<file path="src/rtl/seg7_scan_controller.sv">
// Time-multiplexed 8-digit hex display driver with frame-synchronous shadow loading.
// Optional macro SEG7_LEADING_ZERO_BLANK_EN blanks digits above the most-significant nonzero nibble.
module seg7_scan_controller #(
    parameter int DIGIT_PERIOD = 100000,
    parameter int BLANK_CYCLES = 4,
    parameter int NUM_DIGITS   = 8
) (
    input  logic        clock,
    input  logic        reset_n,
    input  logic [31:0] value,
    input  logic [7:0]  dp_in,
    input  logic [7:0]  enable_mask,
    input  logic        load_req,
    output logic        load_ack,
    output logic [7:0]  segments,
    output logic [7:0]  digitselect,
    output logic        frame_tick
);

    localparam int              PW         = (DIGIT_PERIOD > 1) ? $clog2(DIGIT_PERIOD) : 1;
    localparam logic [PW-1:0]   PRESC_LAST = PW'(DIGIT_PERIOD - 1);
    localparam logic [PW-1:0]   BLANK_END  = PW'(BLANK_CYCLES);
    localparam logic [2:0]      IDX_LAST   = 3'(NUM_DIGITS - 1);

    typedef enum logic {
        Idle,
        Pending
    } loadState_t;

    loadState_t loadState_q, loadState_d;

    logic [PW-1:0] prescCount_q, prescCount_d;
    logic [2:0]    digitIdx_q, digitIdx_d;
    logic [31:0]   pendValue_q, pendValue_d;
    logic [7:0]    pendDp_q, pendDp_d;
    logic [31:0]   shadowValue_q, shadowValue_d;
    logic [7:0]    shadowDp_q, shadowDp_d;
    logic          loadAck_q, loadAck_d;
    logic          frameTick_q, frameTick_d;
    logic [7:0]    segments_q, segments_d;
    logic [7:0]    digitSel_q, digitSel_d;

    logic       slotEnd;
    logic       frameWrap;
    logic       slotValid;
    logic       digitBlank;
    logic [3:0] curNibble;

    function automatic logic [6:0] hexToSeg(input logic [3:0] nibble);
        logic [6:0] pattern;
        case (nibble)
            4'h0:    pattern = 7'h40;
            4'h1:    pattern = 7'h79;
            4'h2:    pattern = 7'h24;
            4'h3:    pattern = 7'h30;
            4'h4:    pattern = 7'h19;
            4'h5:    pattern = 7'h12;
            4'h6:    pattern = 7'h02;
            4'h7:    pattern = 7'h78;
            4'h8:    pattern = 7'h00;
            4'h9:    pattern = 7'h10;
            4'hA:    pattern = 7'h08;
            4'hB:    pattern = 7'h03;
            4'hC:    pattern = 7'h46;
            4'hD:    pattern = 7'h21;
            4'hE:    pattern = 7'h06;
            default: pattern = 7'h0E;
        endcase
        return pattern;
    endfunction

    always_comb begin
        slotEnd      = (prescCount_q == PRESC_LAST);
        frameWrap    = slotEnd && (digitIdx_q == IDX_LAST);
        prescCount_d = slotEnd ? '0 : prescCount_q + PW'(1);
        digitIdx_d   = digitIdx_q;
        if (slotEnd) begin
            digitIdx_d = frameWrap ? 3'd0 : digitIdx_q + 3'd1;
        end
    end

    always_ff @(posedge clock or negedge reset_n) begin
        if (!reset_n) begin
            loadState_q <= Idle;
        end else begin
            loadState_q <= loadState_d;
        end
    end

    always_comb begin
        loadState_d = loadState_q;
        case (loadState_q)
            Idle:    if (load_req)  loadState_d = Pending;
            Pending: if (frameWrap) loadState_d = Idle;
            default: loadState_d = Idle;
        endcase
    end

    // A request still high on the boundary cycle itself is the latest value and wins over pending.
    always_comb begin
        pendValue_d   = pendValue_q;
        pendDp_d      = pendDp_q;
        shadowValue_d = shadowValue_q;
        shadowDp_d    = shadowDp_q;
        loadAck_d     = 1'b0;
        if (load_req) begin
            pendValue_d = value;
            pendDp_d    = dp_in;
        end
        if (loadState_q == Pending && frameWrap) begin
            shadowValue_d = load_req ? value : pendValue_q;
            shadowDp_d    = load_req ? dp_in : pendDp_q;
            loadAck_d     = 1'b1;
        end
    end

`ifdef SEG7_LEADING_ZERO_BLANK_EN
    logic [7:0] shadowBlank_q, shadowBlank_d;

    function automatic logic [7:0] leadingBlank(input logic [31:0] v);
        logic [7:0] flags;
        logic       allZero;
        flags   = '0;
        allZero = 1'b1;
        for (int k = 7; k >= 1; k--) begin
            if (k < NUM_DIGITS) begin
                allZero  = allZero && (v[4*k +: 4] == 4'h0);
                flags[k] = allZero;
            end
        end
        return flags;
    endfunction

    always_comb begin
        shadowBlank_d = shadowBlank_q;
        if (loadAck_d) begin
            shadowBlank_d = leadingBlank(shadowValue_d);
        end
    end

    always_ff @(posedge clock or negedge reset_n) begin
        if (!reset_n) begin
            shadowBlank_q <= leadingBlank(32'h0);
        end else begin
            shadowBlank_q <= shadowBlank_d;
        end
    end

    assign digitBlank = shadowBlank_q[digitIdx_q];
`else
    assign digitBlank = 1'b0;
`endif

    // Pin values are decoded from the current slot state and registered, so they lag it by one cycle.
    always_comb begin
        slotValid   = (32'(digitIdx_q) < NUM_DIGITS);
        curNibble   = shadowValue_q[{digitIdx_q, 2'b00} +: 4];
        segments_d  = {~shadowDp_q[digitIdx_q], digitBlank ? 7'h7F : hexToSeg(curNibble)};
        digitSel_d  = 8'hFF;
        if (prescCount_q >= BLANK_END && enable_mask[digitIdx_q] && slotValid) begin
            digitSel_d = ~(8'b1 << digitIdx_q);
        end
        frameTick_d = frameWrap;
    end

    always_ff @(posedge clock or negedge reset_n) begin
        if (!reset_n) begin
            prescCount_q  <= '0;
            digitIdx_q    <= 3'd0;
            pendValue_q   <= 32'h0;
            pendDp_q      <= 8'h0;
            shadowValue_q <= 32'h0;
            shadowDp_q    <= 8'h0;
            loadAck_q     <= 1'b0;
            frameTick_q   <= 1'b0;
            segments_q    <= 8'hFF;
            digitSel_q    <= 8'hFF;
        end else begin
            prescCount_q  <= prescCount_d;
            digitIdx_q    <= digitIdx_d;
            pendValue_q   <= pendValue_d;
            pendDp_q      <= pendDp_d;
            shadowValue_q <= shadowValue_d;
            shadowDp_q    <= shadowDp_d;
            loadAck_q     <= loadAck_d;
            frameTick_q   <= frameTick_d;
            segments_q    <= segments_d;
            digitSel_q    <= digitSel_d;
        end
    end

    assign load_ack    = loadAck_q;
    assign frame_tick  = frameTick_q;
    assign segments    = segments_q;
    assign digitselect = digitSel_q;

endmodule

</file>
<file path="config.mk">
export PLATFORM = sky130hd
export DESIGN_NAME = seg7_scan_controller
export DESIGN_NICKNAME = d
export VERILOG_FILES = /design/src/rtl/seg7_scan_controller.sv
export SDC_FILE = /design/constraint.sdc
export NUM_CORES = 1
export LEC_CHECK = 0
export BUFFER_PORTS_ARGS = -buffer_cell sky130_fd_sc_hd__buf_2
export CORE_ASPECT_RATIO = 1.5
export CORE_MARGIN = 2
export CORE_UTILIZATION = 42
export CTS_BUF_LIST = sky130_fd_sc_hd__clkbuf_4 sky130_fd_sc_hd__clkbuf_8
export DETAILED_ROUTE_END_ITERATION = 6
export HOLD_SLACK_MARGIN = 0.02
export PLACE_DENSITY = 0.7
export SLEW_MARGIN = 20
export SYNTH_ARGS = -nofsm -noshare
export SYNTH_HDL_FRONTEND = slang
export SYNTH_SLANG_ARGS = --single-unit
</file>
<file path="constraint.sdc">
create_clock -name clock -period 3.8 [get_ports clock]
set_input_delay 0.19 -clock clock [delete_from_list [all_inputs] [get_ports clock]]
set_output_delay 0.19 -clock clock [all_outputs]
set_load 0.03 [all_outputs]
</file>
==> qor.txt <==
Worst Tran Pin Value: 0.942 ns
Post-synth EDFFs: 0
routed vias: 3260
DR DRC count: 0
row count: 50
ANT nets after route: 0
syn_area_per_cell: 14.6 um^2
#FFs+latches synth: 119
All-Layer GR Usage: 0.160
vias in the first global route: 3425
crit-path max FO: 42
I/O pins: 69
TritonRoute pass-1 iters: 5
Slew Limit Fails: 0
Period Utilization, post-route: 0.721
post-detail-place hpwl: 6940 um
Required @ worst endpoint: 4.11 ns
power consumption: 2620 uW
H-tree levels: 4
IO buf count: 68
CTS sink cnt: 119
gr ovfl total: 0
fraction of layout cells with a size suffix above 1: 0.460
outcome: complete, no violations
commonest non-fill, non-tap cell in the layout: dfrtp_1
Combinational Power Share: 0.061
Worst Setup SP: prescCount_q[14]$_DFF_PN0_
Internal Power: 2030 uW
Syn Inst Count: 358
Setup crit end kind: flop
switching share of power: 0.225
PD cells: 401 nW/um^2
Yosys cell types: 41
CP Class: reg2reg
Max clock buf depth: 2
RSZ-0062 raised after global routing: false
n_diodes: 0
Synth-to-Final Area Change: 24.6%
final setup violation count: 0
NetSw: 589 uW
ys async rst share: 1.00
number of CTS-inserted buffers: 17
first-pass GRT wire length: 16400 um
Rel. slew slack: 0.372
TritonCTS clock tree: built
core area: 12300 um^2
reg2reg end: shadowDp_q[5]$_DFFE_PN0P_
largest net degree at the start of global routing: 65
Seq/Total Area, Yosys: 0.572
Final Skew: 0.00858 ns
arrival time at the worst endpoint: 3.06 ns
Final #Nets: 541
chip width: 95.2 um
DR WL/cell: 15.4 um
Fin. Hold Viols: 0
Hold Path Origin: value[16]
Hold Crit Class: in2reg
Hold Path Stages: 2
most frequent cells in the layout: dfrtp_1 (103), mux2_2 (76), buf_2 (67)
clock slew at reported path FFs: 0.07 ns
min Tclk post-route: 2.74 ns
worst flop-to-flop path startpoint: prescCount_q[14]$_DFF_PN0_
initial DRC count: 158
Endpoint, Worst Hold: pendValue_q[16]$_DFF_PN0_
Vias/cell: 5.05
max-cap violation count: 0
Starting Density: 0.425
total of warnings raised by yosys: 0
Max IR drop VDD: 206 uV
Clock power frac: 0.435
nature of the critical path startpoint: flop
Worst R2R Path Depth: 5
Worst R2R Setup Slack: 1.06 ns
Post-synth top flop: dfrtp_1
synthesized area: 5240 um^2
Seq pwr share: 0.504
setup TNS: 0 ns
total die area: 13400 um^2
initial antenna violation count: 0
Post-Syn Nets: 423
Max Clock Freq: 0.365 GHz
wirelength, routed: 9940 um
Die Y: 141 um
clk root buf: clkbuf_8
P_leak: 0.00306 uW
Clock Latency Late Sink: 0.43 ns
GP Congestion: 0.875
-- Yosys cell counts (2+ instances only) --
cell type,count,area (um^2)
a21oi_1,3,15.0
o31ai_1,2,15.0
dfstp_2,16,420
mux2i_1,12,120
buf_2,2,10.0
inv_1,9,33.8
mux4_2,12,270
nor3_1,3,15.0
or3_1,2,12.5
nand2b_1,2,12.5
mux2_2,76,856
or4_1,4,30.0
xnor2_1,8,70.1
buf_6,4,45.0
mux2_4,8,120
dfrtp_1,103,2580
nor2_1,14,52.6
nand4_1,4,25.0
and4_1,2,17.5
o21ai_0,3,15.0
clkbuf_1,7,26.3
buf_1,2,7.51
nand2_1,12,45.0
and2_1,3,18.8
ha_1,14,175
and3_1,2,12.5
xor2_1,6,52.6
nand3_1,10,50.1
-- power groups by stage --
stage          clock [uW]  sequential (uW)  combinational [uW]
5_1_grt              1220             1320                 176
4_1_cts              1170             1320                 163
2_1_floorplan           0             1340                62.3
6_report             1140             1320                 159
3_5_place_dp            0             1340                 133
3_3_place_gp            0             1340                 131
-- layer usage --
layer,part of all wire,global-route usage
met1,0.42,0.196
met3,0.035,0.0353
met2,0.53,0.271
met5,0,0
met4,0.014,0.0610
-- kinds of logic after synthesis --
| family | share of synthesized area |
|---|---|
| compound gates | 0.0172 |
| xor+xnor | 0.0234 |
| simple gates | 0.0690 |
| buf+inv | 0.0241 |
| fa+ha+maj | 0.0334 |
| mux | 0.261 |
| flops | 0.572 |
-- flip-flops by register name, summed over array words and instances, names as in the netlist --
signal,cells
pendValue_q,32
frame_tick,1
segments,8
loadState_q,1
load_ack,1
digitselect,8
prescCount_q,17
shadowValue_q,32
shadowDp_q,8
pendDp_q,8
digitIdx_q,3
-- worst max path at each step --
stage | end | cells after the start
after floorplan | segments[0]$_DFF_PN1_ | 8
after global placement | shadowValue_q[10]$_DFFE_PN0P_ | 5
after detailed placement | shadowValue_q[7]$_DFFE_PN0P_ | 5
after CTS | shadowValue_q[4]$_DFFE_PN0P_ | 5
after global routing | segments[0]$_DFF_PN1_ | 6
final | shadowDp_q[5]$_DFFE_PN0P_ | 5
-- through the flow --
step / std cells / cell area, um^2 / hold WS [ns] / setup WS [ns] / utilization
2_1_floorplan: 358 / 5240 / -0.106 / 1.15 / -
3_3_place_gp: 575 / 5750 / 0.314 / 1.09 / 0.466
3_5_place_dp: 575 / 5750 / 0.331 / 1.06 / 0.466
4_1_cts: 644 / 6520 / 0.0210 / 1.06 / 0.529
5_1_grt: 645 / 6530 / 0.0278 / 0.905 / 0.530
6_report: 645 / 6530 / 0.0486 / 1.06 / 0.530
-- cell type report --
cell class              instances  area (um^2)
fillers                      1017         5790
flip-flops and latches        119         3000
multi-input cells             214         2120
repair buffers                114          783
clock buffers                  21          277
well taps                     156          195
clock inverters                11          124
inverters                      10         37.5
-- timing repair --
| item | 4_1_cts | 5_1_grt |
|---|---|---|
| gates resized for setup | 0 | 0 |
| hold buffers | 37 | 1 |
| setup buffers | 0 | 0 |
| endpoints found under the hold margin | 89 | 1 |
-- worst max-delay path: stages (launching register included) --
cell	delay [ns]
dfrtp_1	0.41
or4_1	0.53
or4_4	0.47
nor4_4	0.28
buf_4	0.51
mux2_2	0.40
(Power assumes the default switching activity.)
